## config.mk

```make
export PLATFORM = sky130hd
export DESIGN_NAME = seven_seg_capture_flat
export DESIGN_NICKNAME = d
export VERILOG_FILES = /design/src/rtl/seven_seg_pkg.sv /design/src/rtl/seven_seg_capture_if.sv /design/src/rtl/seg_pattern_decode.sv /design/src/rtl/seven_seg_capture.sv /design/src/flat_wrapper.sv
export SDC_FILE = /design/constraint.sdc
export NUM_CORES = 1
export LEC_CHECK = 0
export CAP_MARGIN = 20
export CORE_MARGIN = 2
export CORE_UTILIZATION = 40
export CTS_CLUSTER_DIAMETER = 80
export DETAILED_ROUTE_END_ITERATION = 8
export HOLD_SLACK_MARGIN = 0.08
export PLACE_DENSITY = 0.7
export SLEW_MARGIN = 5
export SYNTH_ARGS = -nofsm -noshare
export SYNTH_HDL_FRONTEND = slang
export SYNTH_HIERARCHICAL = 1
export SYNTH_SLANG_ARGS = --single-unit
```

## constraint.sdc

```tcl
create_clock -name clk_12MHz -period 3 [get_ports clk_12MHz]
set_input_delay 0.3 -clock clk_12MHz [delete_from_list [all_inputs] [get_ports clk_12MHz]]
set_output_delay 0.3 -clock clk_12MHz [all_outputs]
set_load 0.02 [all_outputs]
```

## src/rtl/seven_seg_pkg.sv

```systemverilog
// -----------------------------------------------------------------------------
// seven_seg_pkg
// Shared constants for the 3-digit multiplexed seven-segment display bus.
// Used by both the display driver and the capture (receive) side so the two
// ends agree on enable codes and segment patterns.
//   - EN_*      : active-low digit enable codes (3 bits)
//   - SEG_*     : active-low segment patterns, segments a..g on bits 6..0
//   - bcd3_to_bin : hundreds/tens/units BCD digits to a 10-bit binary value
// -----------------------------------------------------------------------------
package seven_seg_pkg;

    typedef logic [3:0] bcd_t;

    localparam logic [2:0] EN_UNITS    = 3'b110;
    localparam logic [2:0] EN_TENS     = 3'b101;
    localparam logic [2:0] EN_HUNDREDS = 3'b011;
    localparam logic [2:0] EN_IDLE     = 3'b111;

    localparam logic [6:0] SEG_BLANK = 7'b1111111;
    localparam logic [6:0] SEG_0     = 7'b0000001;
    localparam logic [6:0] SEG_1     = 7'b1001111;
    localparam logic [6:0] SEG_2     = 7'b0010010;
    localparam logic [6:0] SEG_3     = 7'b0000110;
    localparam logic [6:0] SEG_4     = 7'b1001100;
    localparam logic [6:0] SEG_5     = 7'b0100100;
    localparam logic [6:0] SEG_6     = 7'b0100000;
    localparam logic [6:0] SEG_7     = 7'b0001111;
    localparam logic [6:0] SEG_8     = 7'b0000000;
    localparam logic [6:0] SEG_9     = 7'b0000100;

    // h*100 + t*10 + u using shifts and adds only; 999 is the largest
    // possible result and fits in 10 bits.
    function automatic logic [9:0] bcd3_to_bin(input bcd_t h, input bcd_t t, input bcd_t u);
        logic [9:0] w_h;
        logic [9:0] w_t;
        logic [9:0] w_u;
        w_h = {6'd0, h};
        w_t = {6'd0, t};
        w_u = {6'd0, u};
        return (w_h << 6) + (w_h << 5) + (w_h << 2) + (w_t << 3) + (w_t << 1) + w_u;
    endfunction

endpackage

```

## src/rtl/seven_seg_capture_if.sv

```systemverilog
// -----------------------------------------------------------------------------
// seven_seg_capture_if
// Display bus plus decoded results of the capture block.
//   SevenSeg_enable [2:0] : active-low digit enables (driven by the display side)
//   SegmentSelect   [6:0] : active-low segments a..g (driven by the display side)
//   number          [9:0] : last assembled value
//   number_valid          : one-cycle pulse when number updates
//   digit_error           : one-cycle pulse on an undecodable settled pattern
//   capture_mask    [2:0] : digits captured in the current frame
// Modports: master = display/bus owner, slave = capture block.
// -----------------------------------------------------------------------------
interface seven_seg_capture_if;
    logic [2:0] SevenSeg_enable;
    logic [6:0] SegmentSelect;
    logic [9:0] number;
    logic       number_valid;
    logic       digit_error;
    logic [2:0] capture_mask;

    modport master (
        output SevenSeg_enable, SegmentSelect,
        input  number, number_valid, digit_error, capture_mask
    );

    modport slave (
        input  SevenSeg_enable, SegmentSelect,
        output number, number_valid, digit_error, capture_mask
    );
endinterface

```

## src/rtl/seg_pattern_decode.sv

```systemverilog
// -----------------------------------------------------------------------------
// seg_pattern_decode
// Combinational active-low seven-segment pattern to BCD decoder.
//   i_pattern    [6:0] : segments a..g on bits 6..0, active low
//   o_digit      [3:0] : decoded digit 0..9 (0 when the pattern is unknown)
//   o_pattern_ok       : 1 only for the ten legal digit patterns
// -----------------------------------------------------------------------------
module seg_pattern_decode
    import seven_seg_pkg::*;
(
    input  logic [6:0] i_pattern,
    output bcd_t       o_digit,
    output logic       o_pattern_ok
);

    always_comb begin
        // NOTE: every output gets a default before the case so no path leaves
        // a value unassigned, which would otherwise infer a latch.
        o_digit      = 4'd0;
        o_pattern_ok = 1'b1;
        case (i_pattern)
            SEG_0:   o_digit = 4'd0;
            SEG_1:   o_digit = 4'd1;
            SEG_2:   o_digit = 4'd2;
            SEG_3:   o_digit = 4'd3;
            SEG_4:   o_digit = 4'd4;
            SEG_5:   o_digit = 4'd5;
            SEG_6:   o_digit = 4'd6;
            SEG_7:   o_digit = 4'd7;
            SEG_8:   o_digit = 4'd8;
            SEG_9:   o_digit = 4'd9;
            default: o_pattern_ok = 1'b0;
        endcase
    end

endmodule

```

## src/rtl/seven_seg_capture.sv

```systemverilog
// -----------------------------------------------------------------------------
// seven_seg_capture
// Samples a scanned 3-digit seven-segment display bus, waits for each digit
// phase to settle, decodes it back to BCD and assembles hundreds/tens/units
// into a binary number 0..999.
//   clk_12MHz : system clock, rising edge
//   rst       : synchronous active-high reset
//   bus       : seven_seg_capture_if.slave (display inputs, decoded outputs)
// Parameter SETTLE_CYCLES (1..255): cycles the synchronized word must stay
// unchanged before a digit is captured.
// -----------------------------------------------------------------------------
module seven_seg_capture
    import seven_seg_pkg::*;
#(
    parameter int unsigned SETTLE_CYCLES = 4
) (
    input  logic                clk_12MHz,
    input  logic                rst,
    seven_seg_capture_if.slave  bus
);

    localparam logic [9:0] IDLE_WORD = {EN_IDLE, SEG_BLANK};
    localparam logic [7:0] SETTLE    = 8'(SETTLE_CYCLES);
    localparam logic [7:0] SETTLE_M1 = 8'(SETTLE_CYCLES - 1);

    logic [9:0] r_sync1;
    logic [9:0] r_sync2;
    logic [9:0] r_prev;
    logic [7:0] r_stable_cnt;
    bcd_t       r_units;
    bcd_t       r_tens;
    bcd_t       r_hundreds;
    logic [2:0] r_mask;
    logic [9:0] r_number;
    logic       r_valid;
    logic       r_error;

    logic       w_stable;
    logic       w_capture;
    logic [2:0] w_slot_sel;
    bcd_t       w_digit;
    logic       w_pattern_ok;
    logic       w_frame_done;

    seg_pattern_decode u_decode (
        .i_pattern    (r_sync2[6:0]),
        .o_digit      (w_digit),
        .o_pattern_ok (w_pattern_ok)
    );

    assign w_stable     = (r_sync2 == r_prev);
    // Fires only on the SETTLE-1 -> SETTLE step, so one capture per phase.
    assign w_capture    = w_stable && (r_stable_cnt == SETTLE_M1);
    assign w_frame_done = (r_mask == 3'b111);

    always_comb begin
        w_slot_sel = 3'b000;
        case (r_sync2[9:7])
            EN_UNITS:    w_slot_sel = 3'b001;
            EN_TENS:     w_slot_sel = 3'b010;
            EN_HUNDREDS: w_slot_sel = 3'b100;
            default:     w_slot_sel = 3'b000;
        endcase
    end

    // NOTE: all state below uses non-blocking assignments so every register
    // samples the pre-edge values, independent of statement order.
    always_ff @(posedge clk_12MHz) begin
        if (rst) begin
            r_sync1      <= IDLE_WORD;
            r_sync2      <= IDLE_WORD;
            r_prev       <= IDLE_WORD;
            r_stable_cnt <= 8'd0;
            // NOTE: digit slots are reset too, so a frame interrupted by reset
            // can never leak partial digits into a later number.
            r_units      <= 4'd0;
            r_tens       <= 4'd0;
            r_hundreds   <= 4'd0;
            r_mask       <= 3'b000;
            r_number     <= 10'd0;
            r_valid      <= 1'b0;
            r_error      <= 1'b0;
        end else begin
            r_sync1 <= {bus.SevenSeg_enable, bus.SegmentSelect};
            r_sync2 <= r_sync1;
            r_prev  <= r_sync2;

            if (!w_stable) begin
                r_stable_cnt <= 8'd0;
            end else if (r_stable_cnt != SETTLE) begin
                r_stable_cnt <= r_stable_cnt + 8'd1;
            end

            r_valid <= 1'b0;
            r_error <= 1'b0;

            if (w_frame_done) begin
                r_number <= bcd3_to_bin(r_hundreds, r_tens, r_units);
                r_valid  <= 1'b1;
            end

            // Captures on non-digit enable codes fall through untouched.
            if (w_capture && (w_slot_sel != 3'b000)) begin
                if (w_pattern_ok) begin
                    if (w_slot_sel[0]) r_units    <= w_digit;
                    if (w_slot_sel[1]) r_tens     <= w_digit;
                    if (w_slot_sel[2]) r_hundreds <= w_digit;
                    // A capture coinciding with completion starts the new frame.
                    r_mask <= (w_frame_done ? 3'b000 : r_mask) | w_slot_sel;
                end else begin
                    r_error    <= 1'b1;
                    r_mask     <= 3'b000;
                    r_units    <= 4'd0;
                    r_tens     <= 4'd0;
                    r_hundreds <= 4'd0;
                end
            end else if (w_frame_done) begin
                r_mask <= 3'b000;
            end
        end
    end

    assign bus.number       = r_number;
    assign bus.number_valid = r_valid;
    assign bus.digit_error  = r_error;
    assign bus.capture_mask = r_mask;

endmodule

```

## src/flat_wrapper.sv

```systemverilog
// flat-port wrapper written by rule: the top's interface ports become plain ports
module seven_seg_capture_flat import seven_seg_pkg::*;
#(
    parameter int unsigned SETTLE_CYCLES = 4
)
  (clk_12MHz, rst, bus_SevenSeg_enable, bus_SegmentSelect, bus_number, bus_number_valid, bus_digit_error, bus_capture_mask);
  seven_seg_capture_if bus_i ();
  input  logic clk_12MHz;
  input  logic rst;
  input wire logic [$bits(bus_i.SevenSeg_enable)-1:0] bus_SevenSeg_enable;
  input wire logic [$bits(bus_i.SegmentSelect)-1:0] bus_SegmentSelect;
  output wire logic [$bits(bus_i.number)-1:0] bus_number;
  output wire logic [$bits(bus_i.number_valid)-1:0] bus_number_valid;
  output wire logic [$bits(bus_i.digit_error)-1:0] bus_digit_error;
  output wire logic [$bits(bus_i.capture_mask)-1:0] bus_capture_mask;
  assign bus_i.SevenSeg_enable = bus_SevenSeg_enable;
  assign bus_i.SegmentSelect = bus_SegmentSelect;
  assign bus_number = bus_i.number;
  assign bus_number_valid = bus_i.number_valid;
  assign bus_digit_error = bus_i.digit_error;
  assign bus_capture_mask = bus_i.capture_mask;
  seven_seg_capture #(.SETTLE_CYCLES(SETTLE_CYCLES)) u_core (.clk_12MHz(clk_12MHz), .rst(rst), .bus(bus_i));
endmodule
```

* Word level (Yosys, flattened, before mapping)
Index checks and enable logic that the tools add are counted.
** Storage, ports and cells
- Bits in registers :: 65
- Input bits :: 12
- Logic and storage cells :: 63
** Cells by class
- $add $sub $neg :: 6
- Eq/ne operators :: 19
- Multiplexer cells :: 14
- Bitwise gates (word level) :: 3
- Reductions and logical operators :: 10
** Operators with widths (number)
- 4-bit case mux with 9 select lines :: 1
- 4-bit two-way mux :: 6
- 7-bit by 3-bit == test with 1-bit output (second input constant) :: 2
- 7-bit by 6-bit == test with 1-bit output (second input constant) :: 2
- 7-bit == test (second input constant) :: 2
- 10-bit by 4-bit adder with 10-bit output :: 1
- 10-bit by 5-bit adder with 10-bit output :: 1
- 10-bit by 6-bit adder with 10-bit output :: 1
- 10-bit by 7-bit adder with 10-bit output :: 1
- 10-bit by 9-bit adder with 10-bit output :: 1
- 10-bit == test :: 1
- 10-bit OR reduction :: 1
- 3-bit == test (second input constant) :: 3
- 3-bit two-way mux :: 3
- 3-bit case mux with 3 select lines :: 1
- 8-bit by 1-bit adder with 8-bit output (second input constant) :: 1
- 8-bit by 2-bit == test with 1-bit output (second input constant) :: 1
- 8-bit by 3-bit inequality test with 1-bit output (second input constant) :: 1
- 7-bit by 1-bit == test with 1-bit output (second input constant) :: 1
- 7-bit by 4-bit == test with 1-bit output (second input constant) :: 1
- 7-bit by 5-bit == test with 1-bit output (second input constant) :: 1
- 7-bit zero test :: 1
- 2-bit by 1-bit inequality test with 1-bit output (second input constant) :: 3
- 2-bit AND reduction :: 3
- 7 further kinds :: 12

* Depth between registers and ports, before layout
Gate-level depths: netlist of run 1.
- Word-level depth :: 6
- Mapped depth :: 11
- Mapped depth without buffers :: 11

* Hierarchy
The synthesis of run 1 kept the hierarchy.
** Modules (own cells, without submodules)
- seven_seg_capture :: times used 1, cells an instance 286, area each 2813.9 um2
- seg_pattern_decode :: times used 1, cells an instance 24, area each 182.7 um2

* Least setup slack after synthesis of run 1
No wires, ideal clock.
- Path kind :: register -> register
- Start :: register u_core.r_units[3]
- End :: register u_core.r_number[9], in the netlist u_core/bus.number[9]
- Arrival time :: 2.755 ns
- Setup slack :: 0.112 ns
- Stages on the path, launching flop included :: 12
- Buffers on the path :: 0
- Clock period less this slack :: 2.888 ns
- Cells stage by stage :: dfxtp_1 inv_1 fa_1 inv_1 fa_1 ha_1 fa_1 a211oi_1 o21bai_1 a21oi_1 xnor2_1 a21oi_1
** Between the ends
- Cells in the longest elaborated chain, start to end :: 1
** RTL lines
- start: declaration :: RTL line seven_seg_capture.sv:30 : bcd_t r_units;
- start signal: assignment :: RTL line seven_seg_capture.sv:105 : if (w_slot_sel[0]) r_units <= w_digit;
- 10-bit by 4-bit adder with 10-bit output :: RTL line seven_seg_pkg.sv:40 : return (w_h << 6) + (w_h << 5) + (w_h << 2) + (w_t << 3) + (w_t << 1) + w_u;
- end signal: assignment :: RTL line seven_seg_capture.sv:98 : r_number <= bcd3_to_bin(r_hundreds, r_tens, r_units);
- end: declaration :: RTL line seven_seg_capture.sv:34 : logic [9:0] r_number;
No other way between the ends.
A chain may end at the register's enable or synchronous reset.

* Final worst setup path of run 1
- Start :: register u_core.r_units[3]
- End :: register u_core.r_number[7], in the netlist u_core/bus.number[7]
Same word-level chain as after synthesis.

==> summary.log, run 1 <==
INFO  route          route.vias.total=2231
INFO  grt            grt_usage=14.2%
INFO  logic_synthesis synthTopCellsByArea=sky130_fd_sc_hd__dfxtp_1 (43%), sky130_fd_sc_hd__ha_1 (7.1%), sky130_fd_sc_hd__or2_2 (6.5%)
INFO  logic_synthesis yosys.cell_types.count=51
INFO  clock_tree     cts_htree_levels=3
INFO  sta            final.min_clock_period=2870ps
INFO  route          drt_pre_antenna_iters=4
INFO  setup_path     crit_fanout=2
INFO  logic_synthesis synth_edf_count=0
INFO  floorplan      floorplan.die.width=90.6um
INFO  placement      routabilityCongestion=0.811
INFO  floorplan      fp.dieArea=8200squm
INFO  clock_tree     clkSlewWorstSetupHoldPaths=70ps
INFO  clock_tree     numClockSinks=65
INFO  logic_synthesis postSynth.asyncResetShare=0%
INFO  floorplan      row_count=31
INFO  power_and_ir_drop irDropWorstVdd=304uV
INFO  route          initialDrtViolationCount=127
INFO  setup_path     setup.worst_path.class=register to register
INFO  logic_synthesis syn_inst=310
INFO  route          drt-wirelength-per-cell=12.4um
INFO  route          avg_vias_per_cell=5.02
INFO  setup_path     worst-endpoint-arrival=3080ps
INFO  grt            largest_net_degree_at_the_start_of_global_routing=51
INFO  route          route.antenna.remaining_nets=0
INFO  placement      placed_cells=428
INFO  placement      detailedPlacementHpwl=3930um
INFO  sta            finalClockSkew=7.04ps
INFO  logic_synthesis yosysMostFrequentCell=sky130_fd_sc_hd__dfxtp_1
INFO  clock_tree     cts.root.buffer_cell=sky130_fd_sc_hd__clkbuf_8
INFO  final_layout   nNetsFinal=376
INFO  logic_synthesis ys_dominant_reg_cell=sky130_fd_sc_hd__dfxtp_1
INFO  floorplan      initial_utilization=41.3%
INFO  grt            grt_antenna_before_repair=0
INFO  placement      place.port_buffers=26
INFO  logic_synthesis synth_top_cell_area_share=43.4%
INFO  logic_synthesis post_synthesis_sequential_area_ratio=43.4%
INFO  clock_tree     cts_made_buffers=9
INFO  logic_synthesis syn-cell-area=3000squm
INFO  clock_tree     clock_latency=330ps
INFO  setup_path     worst_setup_path_start_kind=register
INFO  grt            via_count_of_the_first_global_routing_pass=2099
INFO  clock_tree     cts-root-to-sink-buffers=2
INFO  logic_synthesis synth_warnings=6
INFO  logic_synthesis synth.largest_area_cell=sky130_fd_sc_hd__dfxtp_1
INFO  grt            global_route_wire_length_before_repair=9430um
INFO  setup_path     required=3210ps
INFO  logic_synthesis postSynthAreaPerCell=9.67squm
INFO  sta            relSlewSlack=63.0%
INFO  sta            fin_setup_tns=0ps
INFO  min_path       hold_class=register to register
INFO  logic_synthesis post_synth_most_frequent_cells=sky130_fd_sc_hd__dfxtp_1 (65), sky130_fd_sc_hd__or2_2 (31), sky130_fd_sc_hd__nand2_1 (27)
INFO  final_layout   insertedDiodeCount=0
INFO  sta            number_of_hold_violations_in_the_final_report=0
INFO  grt            grt_remaining_overflow=0
INFO  floorplan      io_pins=27
INFO  logic_synthesis synth_seq_cells=65
INFO  logic_synthesis postSynthNetCount=346
INFO  placement      placed_cell_area=3360squm
INFO  sta            number_of_pins_exceeding_their_max_slew_limit_in_the_final_report=0
INFO  clock_tree     cts_setup_buffers=0
INFO  final_layout   synthToLayoutAreaGrowth=19.0%
INFO  power_and_ir_drop power.density=472nW/um^2
INFO  sta            timing.fmax=348MHz
INFO  route          final_wl=5530um
INFO  flow_run       max_cap_viol_count=0
INFO  final_layout   fin_area=3560squm
INFO  sta            fin_crit_sh=95.8%
INFO  setup_path     reg2reg_slack=130ps
INFO  final_layout   instances_no_fill=444
INFO  sta            finalSetupViolations=0
INFO  floorplan      fp.dieH=90.6um
INFO  route          drcViolationCount=0
INFO  sta            fin_hold_ws=408ps
INFO  setup_path     worst_setup_path_end_kind=register
INFO  clock_tree     cts_tree=built
INFO  power_and_ir_drop power.static_leakage=1.38nW
INFO  floorplan      core=7250squm
INFO  final_layout   n_fill_cell=694
INFO  sta            rsz0062_at_grt=no
INFO  sta            worst-slew-pin-transition=550ps
INFO  final_layout   share_of_cells_above_drive_strength_1=17.7%
INFO  status         run_status=complete, no violations
cell families (layout without fill, tap and decap cells):
logic type                 Yosys count  after routing  share of synthesized area, %
and+or+nand+nor                    117            117                          21.8
buffers and inverters               29             64                          3.67
xor gates and xnor gates            22             22                          6.43
DFF                                 65             65                          43.4
AOI/OAI and AO/OA                   52             52                          12.5
adders and majority gates           24             24                          11.8
muxes                                1              1                         0.334
where the power goes:
group           total, W  internal (W)  switching (W)
sequential      0.000896      0.000880      0.0000156
combinational  0.0000763     0.0000400      0.0000363
clock           0.000712      0.000405       0.000307
total            0.00168       0.00132       0.000359
final timing paths:
check / start / endpoint / cells after the start
setup / recovery: u_core/r_units[3] / u_core/bus.number[7] / 11
hold / removal: u_core/r_sync1[4] / u_core/r_sync2[4] / 1
setup reg to reg: u_core/r_units[3] / u_core/bus.number[7] / 11
hold reg to reg: u_core/r_sync1[4] / u_core/r_sync2[4] / 1
per-layer routing:
| layer | GRT usage, % | vias to the layer above | share of wire, % |
|---|---|---|---|
| met1 | 17.6 | 1012 | 45 |
| met4 | 4.49 | 0 | 1.4 |
| met3 | 5.34 | 11 | 6.6 |
| met5 | 0 | - | 0 |
| li1 | - | 1140 | - |
| met2 | 22.9 | 68 | 47 |
placed cells by master, fill, tap and decap left out, types with 5 or more instances in the layout:
cell and n:
sky130_fd_sc_hd__a21oi_1 14, sky130_fd_sc_hd__clkbuf_8 10, sky130_fd_sc_hd__clkdlybuf4s50_1 26, sky130_fd_sc_hd__dfxtp_1 64, sky130_fd_sc_hd__fa_1 6, sky130_fd_sc_hd__ha_1 16
sky130_fd_sc_hd__inv_1 19, sky130_fd_sc_hd__nand2_1 27, sky130_fd_sc_hd__nand3_1 11, sky130_fd_sc_hd__nand4_1 5, sky130_fd_sc_hd__nor2_1 14, sky130_fd_sc_hd__o32ai_1 10
sky130_fd_sc_hd__or2_2 31, sky130_fd_sc_hd__xnor2_1 16, sky130_fd_sc_hd__xor2_1 6
stage by stage:
stage          total power, W  setup WS, ps  utilization (%)
6_report              0.00168           126             49.1
5_1_grt               0.00177          10.2             49.1
2_1_floorplan        0.000963           112                -
4_1_cts               0.00171          9.57             49.1
3_3_place_gp         0.000989          22.7             46.4
3_5_place_dp         0.000992         -13.1             46.4
worst max-delay path: stages, from the launching register on:
cell                       delay [ps]
sky130_fd_sc_hd__dfxtp_2          330
sky130_fd_sc_hd__inv_1             50
sky130_fd_sc_hd__fa_1             530
sky130_fd_sc_hd__inv_1             50
sky130_fd_sc_hd__fa_1             450
sky130_fd_sc_hd__ha_2             210
sky130_fd_sc_hd__fa_2             350
sky130_fd_sc_hd__buf_4            150
sky130_fd_sc_hd__a21o_1           160
sky130_fd_sc_hd__a211o_1          280
sky130_fd_sc_hd__o211ai_1          90
sky130_fd_sc_hd__a21oi_1           90
sequential cells by signal, summed over array words and instances, names as in the netlist:
name / cells
u_core/bus.capture_mask: 3
u_core/bus.digit_error: 1
u_core/bus.number: 10
u_core/bus.number_valid: 1
u_core/r_hundreds: 4
u_core/r_prev: 10
u_core/r_stable_cnt: 8
u_core/r_sync1: 10
u_core/r_sync2: 10
u_core/r_tens: 4
u_core/r_units: 4
what timing repair did:
action	in CTS	in global routing
gates resized for setup	1	3
endpoints found under the setup margin	1	2
pin swaps	0	1
hold buffers	0	0
area by class of cell:
cell class                 instances  area, sq um  share of cell area (%)
timing repair buffer              29          283                    7.93
clock inverter                     3         40.0                    1.12
inverter                          19         71.3                    2.00
clock buffer                      13          149                    4.18
tap                               99          124                    3.47
multi-input combinational        216         1600                    44.8
sequential                        65         1300                    36.5
No activity file was read; power rests on OpenSTA's default activity.
==> inputs of run 2 (changes only) <==
--- a/config.mk
+++ b/config.mk
@@ -12,7 +12,7 @@
 export DETAILED_ROUTE_END_ITERATION = 8
 export HOLD_SLACK_MARGIN = 0.08
 export PLACE_DENSITY = 0.7
-export SLEW_MARGIN = 5
+export SLEW_MARGIN = 20
 export SYNTH_ARGS = -nofsm -noshare
 export SYNTH_HDL_FRONTEND = slang
 export SYNTH_HIERARCHICAL = 1
==> results of run 2 <==
No change in the layout: final DEF, timing and power equal those of run 1.
